### config.mk
export PLATFORM = sky130hd
export DESIGN_NAME = quiz_round_ctrl_flat
export DESIGN_NICKNAME = d
export VERILOG_FILES = /design/src/rtl/quiz_round_ctrl_pkg.sv /design/src/rtl/quiz_round_ctrl_if.sv /design/src/rtl/quiz_round_ctrl_tick_div.sv /design/src/rtl/quiz_round_ctrl.sv /design/src/flat_wrapper.sv
export SDC_FILE = /design/constraint.sdc
export NUM_CORES = 1
export LEC_CHECK = 0
export BUFFER_PORTS_ARGS = -buffer_cell sky130_fd_sc_hd__buf_2
export CORE_ASPECT_RATIO = 2
export CORE_UTILIZATION = 45
export CTS_BUF_LIST = sky130_fd_sc_hd__clkbuf_4 sky130_fd_sc_hd__clkbuf_8 sky130_fd_sc_hd__clkbuf_16
export DETAILED_ROUTE_END_ITERATION = 10
export GPL_TIMING_DRIVEN = 1
export MAX_ROUTING_LAYER = met4
export SLEW_MARGIN = 20
export SYNTH_ARGS = -nofsm -noshare
export SYNTH_HDL_FRONTEND = slang
export SYNTH_HIERARCHICAL = 1
export SYNTH_SLANG_ARGS = --single-unit
export TNS_END_PERCENT = 5
### constraint.sdc
create_clock -name clk -period 3.31 [get_ports clk]
set_input_delay 0.4965 -clock clk [delete_from_list [all_inputs] [get_ports clk]]
set_output_delay 0.4965 -clock clk [all_outputs]
set_load 0.1 [all_outputs]
### src/rtl/quiz_round_ctrl_pkg.sv
// Shared types and widths for the quiz round sequencer.
package quiz_pkg;
  typedef enum logic [2:0] {
    IDLE     = 3'd0,
    REQ_Q    = 3'd1,
    WAIT_Q   = 3'd2,
    ANSWER   = 3'd3,
    FEEDBACK = 3'd4,
    DONE     = 3'd5
  } quiz_state_t;

  localparam int Q_IDX_W    = 4;
  localparam int TL_W       = 4;
  localparam int STREAK_LEN = 3;
endpackage

### src/rtl/quiz_round_ctrl_if.sv
// Bundle between the round sequencer (slave) and the game environment (master).
// start, q_ready, ans_valid and q_req are single-cycle qualifiers sampled on the rising clock
// edge. There is no back-pressure. q_ready may be held as a level; it is only honoured in WAIT_Q.
interface quiz_round_ctrl_if
  import quiz_pkg::*;
#(
  parameter int SCORE_W = 5
) ();
  logic               start;
  logic               q_req;
  logic               q_ready;
  logic               ans_valid;
  logic               ans_correct;
  logic [Q_IDX_W-1:0] q_idx;
  logic [TL_W-1:0]    time_left;
  logic [SCORE_W-1:0] score;
  logic               busy;
  logic               fb_active;
  logic               fb_correct;
  logic               round_done;
  logic               done;
  quiz_state_t        state;

  modport master (
    output start, q_ready, ans_valid, ans_correct,
    input  q_req, q_idx, time_left, score, busy, fb_active, fb_correct,
           round_done, done, state
  );

  modport slave (
    input  start, q_ready, ans_valid, ans_correct,
    output q_req, q_idx, time_left, score, busy, fb_active, fb_correct,
           round_done, done, state
  );
endinterface

### src/rtl/quiz_round_ctrl_tick_div.sv
// Divide-by-DIV prescaler: counts while en, emits a one-cycle tick on the wrap to zero.
module quiz_tick_div #(
  parameter int DIV = 4
) (
  input  logic clk,
  input  logic rst,
  input  logic en,
  input  logic clr,
  output logic tick
);
  localparam int            CW   = (DIV > 1) ? $clog2(DIV) : 1;
  localparam logic [CW-1:0] LAST = CW'(DIV - 1);

  logic [CW-1:0] cnt;

  assign tick = en && (cnt == LAST);

  always_ff @(posedge clk) begin
    if (rst || clr) begin
      cnt <= '0;
    end else if (en) begin
      cnt <= (cnt == LAST) ? '0 : cnt + CW'(1);
    end
  end
endmodule

### src/rtl/quiz_round_ctrl.sv
// Quiz round sequencer: question request, timed answer window, scoring and feedback hold.
// Optional macro STREAK_BONUS_EN: every third consecutive correct answer scores 2.
module quiz_round_ctrl
  import quiz_pkg::*;
#(
  parameter int NUM_Q         = 10,
  parameter int TICKS_PER_SEC = 50000000,
  parameter int Q_TIME_S      = 10,
  parameter int FB_CYCLES     = 25000000,
  parameter int SCORE_W       = 5
) (
  input  logic               clk,
  input  logic               rst,
  quiz_round_ctrl_if.slave   bus
);
  localparam int                 FB_W      = (FB_CYCLES > 1) ? $clog2(FB_CYCLES) : 1;
  localparam logic [SCORE_W-1:0] SCORE_MAX = '1;

  quiz_state_t        state, state_next;
  logic [Q_IDX_W-1:0] q_idx;
  logic [TL_W-1:0]    time_left;
  logic [SCORE_W-1:0] score, score_sat;
  logic [SCORE_W:0]   score_sum;
  logic [1:0]         add;
  logic [FB_W-1:0]    fb_cnt;
  logic               fb_correct, round_done;
  logic               sec_tick, fb_last, last_q, expire;

`ifdef STREAK_BONUS_EN
  logic [1:0] streak;
  logic       bonus;
  assign bonus = bus.ans_correct && (streak == 2'(STREAK_LEN - 1));
`endif

  quiz_tick_div #(.DIV(TICKS_PER_SEC)) u_sec_div (
    .clk  (clk),
    .rst  (rst),
    .en   (state == ANSWER),
    .clr  ((state == WAIT_Q) && bus.q_ready),
    .tick (sec_tick)
  );

  assign fb_last = (fb_cnt == FB_W'(FB_CYCLES - 1));
  assign last_q  = (q_idx == Q_IDX_W'(NUM_Q - 1));
  assign expire  = sec_tick && (time_left == TL_W'(1));

  always_comb begin
    add = {1'b0, bus.ans_correct};
`ifdef STREAK_BONUS_EN
    if (bonus) add = 2'd2;
`endif
    score_sum = {1'b0, score} + (SCORE_W + 1)'(add);
    score_sat = (score_sum > {1'b0, SCORE_MAX}) ? SCORE_MAX : score_sum[SCORE_W-1:0];
  end

  always_comb begin
    state_next = state;
    unique case (state)
      IDLE, DONE: if (bus.start) state_next = REQ_Q;
      REQ_Q:      state_next = WAIT_Q;
      WAIT_Q:     if (bus.q_ready) state_next = ANSWER;
      ANSWER:     if (bus.ans_valid || expire) state_next = FEEDBACK;
      FEEDBACK:   if (fb_last) state_next = last_q ? DONE : REQ_Q;
      default:    state_next = IDLE;
    endcase
  end

  always_ff @(posedge clk) begin
    if (rst) begin
      state      <= IDLE;
      q_idx      <= '0;
      time_left  <= '0;
      score      <= '0;
      fb_correct <= 1'b0;
      fb_cnt     <= '0;
      round_done <= 1'b0;
`ifdef STREAK_BONUS_EN
      streak     <= '0;
`endif
    end else begin
      state      <= state_next;
      round_done <= (state == FEEDBACK) && fb_last && last_q;
      fb_cnt     <= ((state == FEEDBACK) && !fb_last) ? fb_cnt + FB_W'(1) : '0;
      unique case (state)
        IDLE, DONE: if (bus.start) begin
          score <= '0;
          q_idx <= '0;
`ifdef STREAK_BONUS_EN
          streak <= '0;
`endif
        end
        WAIT_Q: if (bus.q_ready) time_left <= TL_W'(Q_TIME_S);
        // An answer landing on the expiring tick still counts; time_left then stays put.
        ANSWER: if (bus.ans_valid) begin
          fb_correct <= bus.ans_correct;
          score      <= score_sat;
`ifdef STREAK_BONUS_EN
          streak     <= (!bus.ans_correct || bonus) ? 2'd0 : streak + 2'd1;
`endif
        end else if (sec_tick) begin
          time_left <= time_left - TL_W'(1);
          if (expire) begin
            fb_correct <= 1'b0;
`ifdef STREAK_BONUS_EN
            streak     <= '0;
`endif
          end
        end
        FEEDBACK: if (fb_last && !last_q) q_idx <= q_idx + Q_IDX_W'(1);
        default: ;
      endcase
    end
  end

  assign bus.state      = state;
  assign bus.q_req      = (state == REQ_Q);
  assign bus.busy       = (state != IDLE) && (state != DONE);
  assign bus.fb_active  = (state == FEEDBACK);
  assign bus.done       = (state == DONE);
  assign bus.round_done = round_done;
  assign bus.fb_correct = fb_correct;
  assign bus.q_idx      = q_idx;
  assign bus.time_left  = time_left;
  assign bus.score      = score;
endmodule

### src/flat_wrapper.sv
// flat-port wrapper written by rule: the top's interface ports become plain ports
module quiz_round_ctrl_flat import quiz_pkg::*;
#(
  parameter int NUM_Q         = 10,
  parameter int TICKS_PER_SEC = 50000000,
  parameter int Q_TIME_S      = 10,
  parameter int FB_CYCLES     = 25000000,
  parameter int SCORE_W       = 5
)
  (clk, rst, bus_start, bus_q_ready, bus_ans_valid, bus_ans_correct, bus_q_req, bus_q_idx, bus_time_left, bus_score, bus_busy, bus_fb_active, bus_fb_correct, bus_round_done, bus_done, bus_state);
  quiz_round_ctrl_if #(.SCORE_W(SCORE_W)) bus_i ();
  input  logic clk;
  input  logic rst;
  input wire logic [$bits(bus_i.start)-1:0] bus_start;
  input wire logic [$bits(bus_i.q_ready)-1:0] bus_q_ready;
  input wire logic [$bits(bus_i.ans_valid)-1:0] bus_ans_valid;
  input wire logic [$bits(bus_i.ans_correct)-1:0] bus_ans_correct;
  output wire logic [$bits(bus_i.q_req)-1:0] bus_q_req;
  output wire logic [$bits(bus_i.q_idx)-1:0] bus_q_idx;
  output wire logic [$bits(bus_i.time_left)-1:0] bus_time_left;
  output wire logic [$bits(bus_i.score)-1:0] bus_score;
  output wire logic [$bits(bus_i.busy)-1:0] bus_busy;
  output wire logic [$bits(bus_i.fb_active)-1:0] bus_fb_active;
  output wire logic [$bits(bus_i.fb_correct)-1:0] bus_fb_correct;
  output wire logic [$bits(bus_i.round_done)-1:0] bus_round_done;
  output wire logic [$bits(bus_i.done)-1:0] bus_done;
  output wire logic [$bits(bus_i.state)-1:0] bus_state;
  assign bus_i.start = bus_start;
  assign bus_i.q_ready = bus_q_ready;
  assign bus_i.ans_valid = bus_ans_valid;
  assign bus_i.ans_correct = bus_ans_correct;
  assign bus_q_req = bus_i.q_req;
  assign bus_q_idx = bus_i.q_idx;
  assign bus_time_left = bus_i.time_left;
  assign bus_score = bus_i.score;
  assign bus_busy = bus_i.busy;
  assign bus_fb_active = bus_i.fb_active;
  assign bus_fb_correct = bus_i.fb_correct;
  assign bus_round_done = bus_i.round_done;
  assign bus_done = bus_i.done;
  assign bus_state = bus_i.state;
  quiz_round_ctrl #(.NUM_Q(NUM_Q), .TICKS_PER_SEC(TICKS_PER_SEC), .Q_TIME_S(Q_TIME_S), .FB_CYCLES(FB_CYCLES), .SCORE_W(SCORE_W)) u_core (.clk(clk), .rst(rst), .bus(bus_i));
endmodule
==> results.sh <==
export IMPL_viasPerCell=5.68
export IMPL_finalPower_uw=2100
export IMPL_post_cts_buffers=0
export IMPL_ir_drop_mv=0.396
export IMPL_cts_tree="yes"
export IMPL_final_core_util=0.529
export IMPL_grt_usage=0.219
export IMPL_path_class="flip-flop to flip-flop"
export IMPL_yosysTopAreaCell="dfxtp_1"
export IMPL_die_width_um=64.3
export IMPL_start_util=0.463
export IMPL_cpMaxStageDelayCell="dfxtp_1"
export IMPL_relSlewSlack=0.510
export IMPL_synthFlopType="dfxtp_1"
export IMPL_crit_top_cell="a21oi_1"
export IMPL_path_cells="and3b_1 > and4_2 > nand4_1 > nor3_1 > nand3b_1 > a21oi_1 > nand2_1 > xor2_1 > a21oi_1"
export IMPL_area_growth_pct=14.4
export IMPL_drc=0
export IMPL_swShare=0.263
export IMPL_drt_pass1_iterations=4
export IMPL_finalWirelength_mm=8.00
export IMPL_reg2reg_to="u_core/bus.time_left[3]"
export IMPL_synth_fp_nets=429
export IMPL_ys_seq_area_frac=0.396
export IMPL_synthCells=414
export IMPL_final_area_um2=3990
export IMPL_die_y_um=127
export IMPL_synthArstFlopShare=0
export IMPL_r2r_slack_ns=0.64
export IMPL_antenna_found_initial=0
export IMPL_placed_area_um2=3670
export IMPL_ys_warn_count=6
export IMPL_path_buf_inv=0
export IMPL_htree_levels=3
export IMPL_internal_power_uw=1540
export IMPL_dr_first_iter_drc_count=121
export IMPL_syn_cell_area_um2=3490
export IMPL_ff2ff_path_depth=9
export IMPL_drive_gt1_frac=0.133
export IMPL_overflow=0
export IMPL_postSynthAreaPerCell_um2=8.43
export IMPL_cts_buffers=9
export IMPL_maxCapViolations=0
export IMPL_holdCritStartpoint="bus_ans_correct"
export IMPL_hold_viol=0
export IMPL_arrival_ns=2.94
export IMPL_crit_path_start_kind="flip-flop"
export IMPL_cpPeakStageDelay_ns=0.59
export IMPL_port_buffers=27
export IMPL_cp_max_fo=14
export IMPL_core_um2=7540
export IMPL_clk_latency_ns=0.33
export IMPL_cts_buffer_depth=2
export IMPL_min_path_cells=3
export IMPL_p_seq_frac=0.412
export IMPL_ctsHoldBuffers=0
export IMPL_synth_seq_cells=69
export IMPL_crit_family="simple AND/OR/NAND/NOR gates"
export IMPL_cts_root_buf="clkbuf_16"
export IMPL_clkTransAtPathRegs_ns=0.05
export IMPL_power_frac_comb=0.112
export IMPL_gp_congestion=0.884
export IMPL_endpoint_kind="flip-flop"
export IMPL_wl_per_cell_um=14.9
export IMPL_power_leakage_uw=0.00140
export IMPL_post_route_period_util=0.808
export IMPL_grt_start_max_net_pins=23
export IMPL_antenna_left=0
export IMPL_fill_cells=740
export IMPL_synth_enable_flop_cells=0
export IMPL_holdPathEnd="u_core/bus.fb_correct"
export IMPL_p_sw_uw=552
export IMPL_whs_ns=0.434
export IMPL_io_pins=28
export IMPL_setup_tns_ns=0
export IMPL_slew_violations=0
export IMPL_synth_area_leaders="dfxtp_1 (40%), xor2_1 (6.8%), nor2_1 (5.9%), nand2_1 (3.7%), xnor2_1 (3.3%)"
export IMPL_n_antenna_cell=0
export IMPL_vias=3043
export IMPL_grt_pass1_wl_mm=13.4
export IMPL_fp_row_count=45
export IMPL_finalCriticalPeriod_ns=2.67
export IMPL_cp_required_ns=3.57
export IMPL_netlist_area_leader_share=0.396
export IMPL_finalSetupViolations=0
export IMPL_cts_resized=0
export IMPL_skew_ns=0.00743
export IMPL_yosysUniqueCellTypes=54
export IMPL_tightestPinTransition_ns=0.730
export IMPL_multi_input_comb_area_um2=1970
export IMPL_dieArea_um2=8130
export IMPL_hold_path_class="input pin to flip-flop"
export IMPL_hpwl_mm=5.87
export IMPL_p_per_area_nw_per_um2=525
export IMPL_nets=452
export IMPL_timing_rr_start="u_core/bus.state[1]"
export IMPL_rsz0062_at_grt="false"
export IMPL_status="complete, no violations"
export IMPL_power_frac_clock=0.475
export IMPL_grt_pass1_vias=2936
export IMPL_cts_sinks=69
export IMPL_regArea_um2=1380
export IMPL_fmax_mhz=374
-- cells in the final DEF (no fill, tap or decap), drive strengths merged, types with 2 or more instances in the layout --
cell type and n:
dfxtp 69, nor2 56, nand2 34, buf 30, xor2 27, a21oi 21
nand4 19, nand3 18, o21ai 15, xnor2 13, clkbuf 13, inv 12
and3 11, or4 10, nor3 10, ha 9, o31ai 8, nor4 8
or3 8, and4 6, nand2b 5, and2 5, a211oi 4, a31oi 3
or4b 2, nor3b 2, o22ai 2, mux2i 2, a21o 2, o41ai 2
-- power groups by stage --
stage,Sequential (µW),Clock [µW],Combinational [µW]
global route,867,1050,249
floorplan,942,0,134
global placement,880,0,235
CTS,864,1020,236
finish,864,996,235
detailed placement,882,0,236
-- per-stage QoR --
step                cells  setup slack (ns)
floorplan             414             0.180
global placement      520             0.798
detailed placement    520             0.709
CTS                   536             0.693
global route          536             0.421
finish                536             0.635
-- cell families (layout without fill, tap and decap cells) --
| group | count (synthesis) | in the layout | synth area share |
|---|---|---|---|
| AOI/OAI and AO/OA | 63 | 63 | 0.115 |
| xor gates and xnor gates | 40 | 40 | 0.100 |
| adders and majority gates | 10 | 10 | 0.0351 |
| buffers and inverters | 30 | 58 | 0.0402 |
| DFF | 69 | 69 | 0.396 |
| muxes | 2 | 2 | 0.00574 |
| and+or+nand+nor | 200 | 200 | 0.308 |
-- cells in the mapped netlist, drive strengths merged, types with 6 or more instances --
| master | instances |
|---|---|
| o31ai | 8 |
| xor2 | 27 |
| and4 | 6 |
| inv | 12 |
| nand2 | 34 |
| nand4 | 19 |
| nand3 | 18 |
| or4 | 10 |
| dfxtp | 69 |
| and3 | 11 |
| ha | 9 |
| clkbuf | 9 |
| o21ai | 15 |
| a21oi | 21 |
| xnor2 | 13 |
| or3 | 8 |
| nor3 | 10 |
| nor4 | 8 |
| buf | 9 |
| nor2 | 56 |
-- routing by layer --
metal | vias to the layer above | part of all wire | track usage
met3 | 17 | 0.022 | 0.0405
met1 | 1458 | 0.39 | 0.212
met5 | - | 0 | -
li1 | 1530 | - | -
met2 | 38 | 0.56 | 0.392
met4 | 0 | 0.030 | 0.127
-- sequential cells by signal, indices dropped and copies added (netlist names) --
register and count:
u_core/bus.score 5, u_core/fb_cnt 25, u_core/bus.time_left 4, u_core/bus.fb_correct 1, u_core/u_sec_div/cnt 26, u_core/bus.q_idx 4, u_core/bus.state 3, u_core/bus.round_done 1
-- worst min-delay path, delay by kind of cell --
family	cells	cell delay (ns)
and+or+nand+nor	1	0.06
buffers and inverters	1	0.11
AOI/OAI and AO/OA	1	0.05
-- worst max-delay path by stage --
stage / cells after the start / startpoint / slack, ns / to
2_1_floorplan: 12 / u_core/bus.state[0] / 0.18 / u_core/bus.time_left[3]
3_3_place_gp: 9 / u_core/bus.state[1] / 0.80 / u_core/bus.time_left[3]
3_5_place_dp: 9 / u_core/bus.state[1] / 0.71 / u_core/bus.time_left[3]
4_1_cts: 9 / u_core/bus.state[1] / 0.69 / u_core/bus.time_left[2]
5_1_grt: 9 / u_core/bus.state[1] / 0.42 / u_core/bus.time_left[2]
6_report: 9 / u_core/bus.state[1] / 0.64 / u_core/bus.time_left[3]
-- cell type report --
class / instances / area share
repair buffers: 30 / 0.0395
flip-flops and latches: 69 / 0.346
inverters: 12 / 0.0113
clock buffers: 13 / 0.0687
clock inverters: 3 / 0.0107
well taps: 94 / 0.0295
multi-input cells: 315 / 0.494
Note: power is estimated with default switching activity, not from simulation.
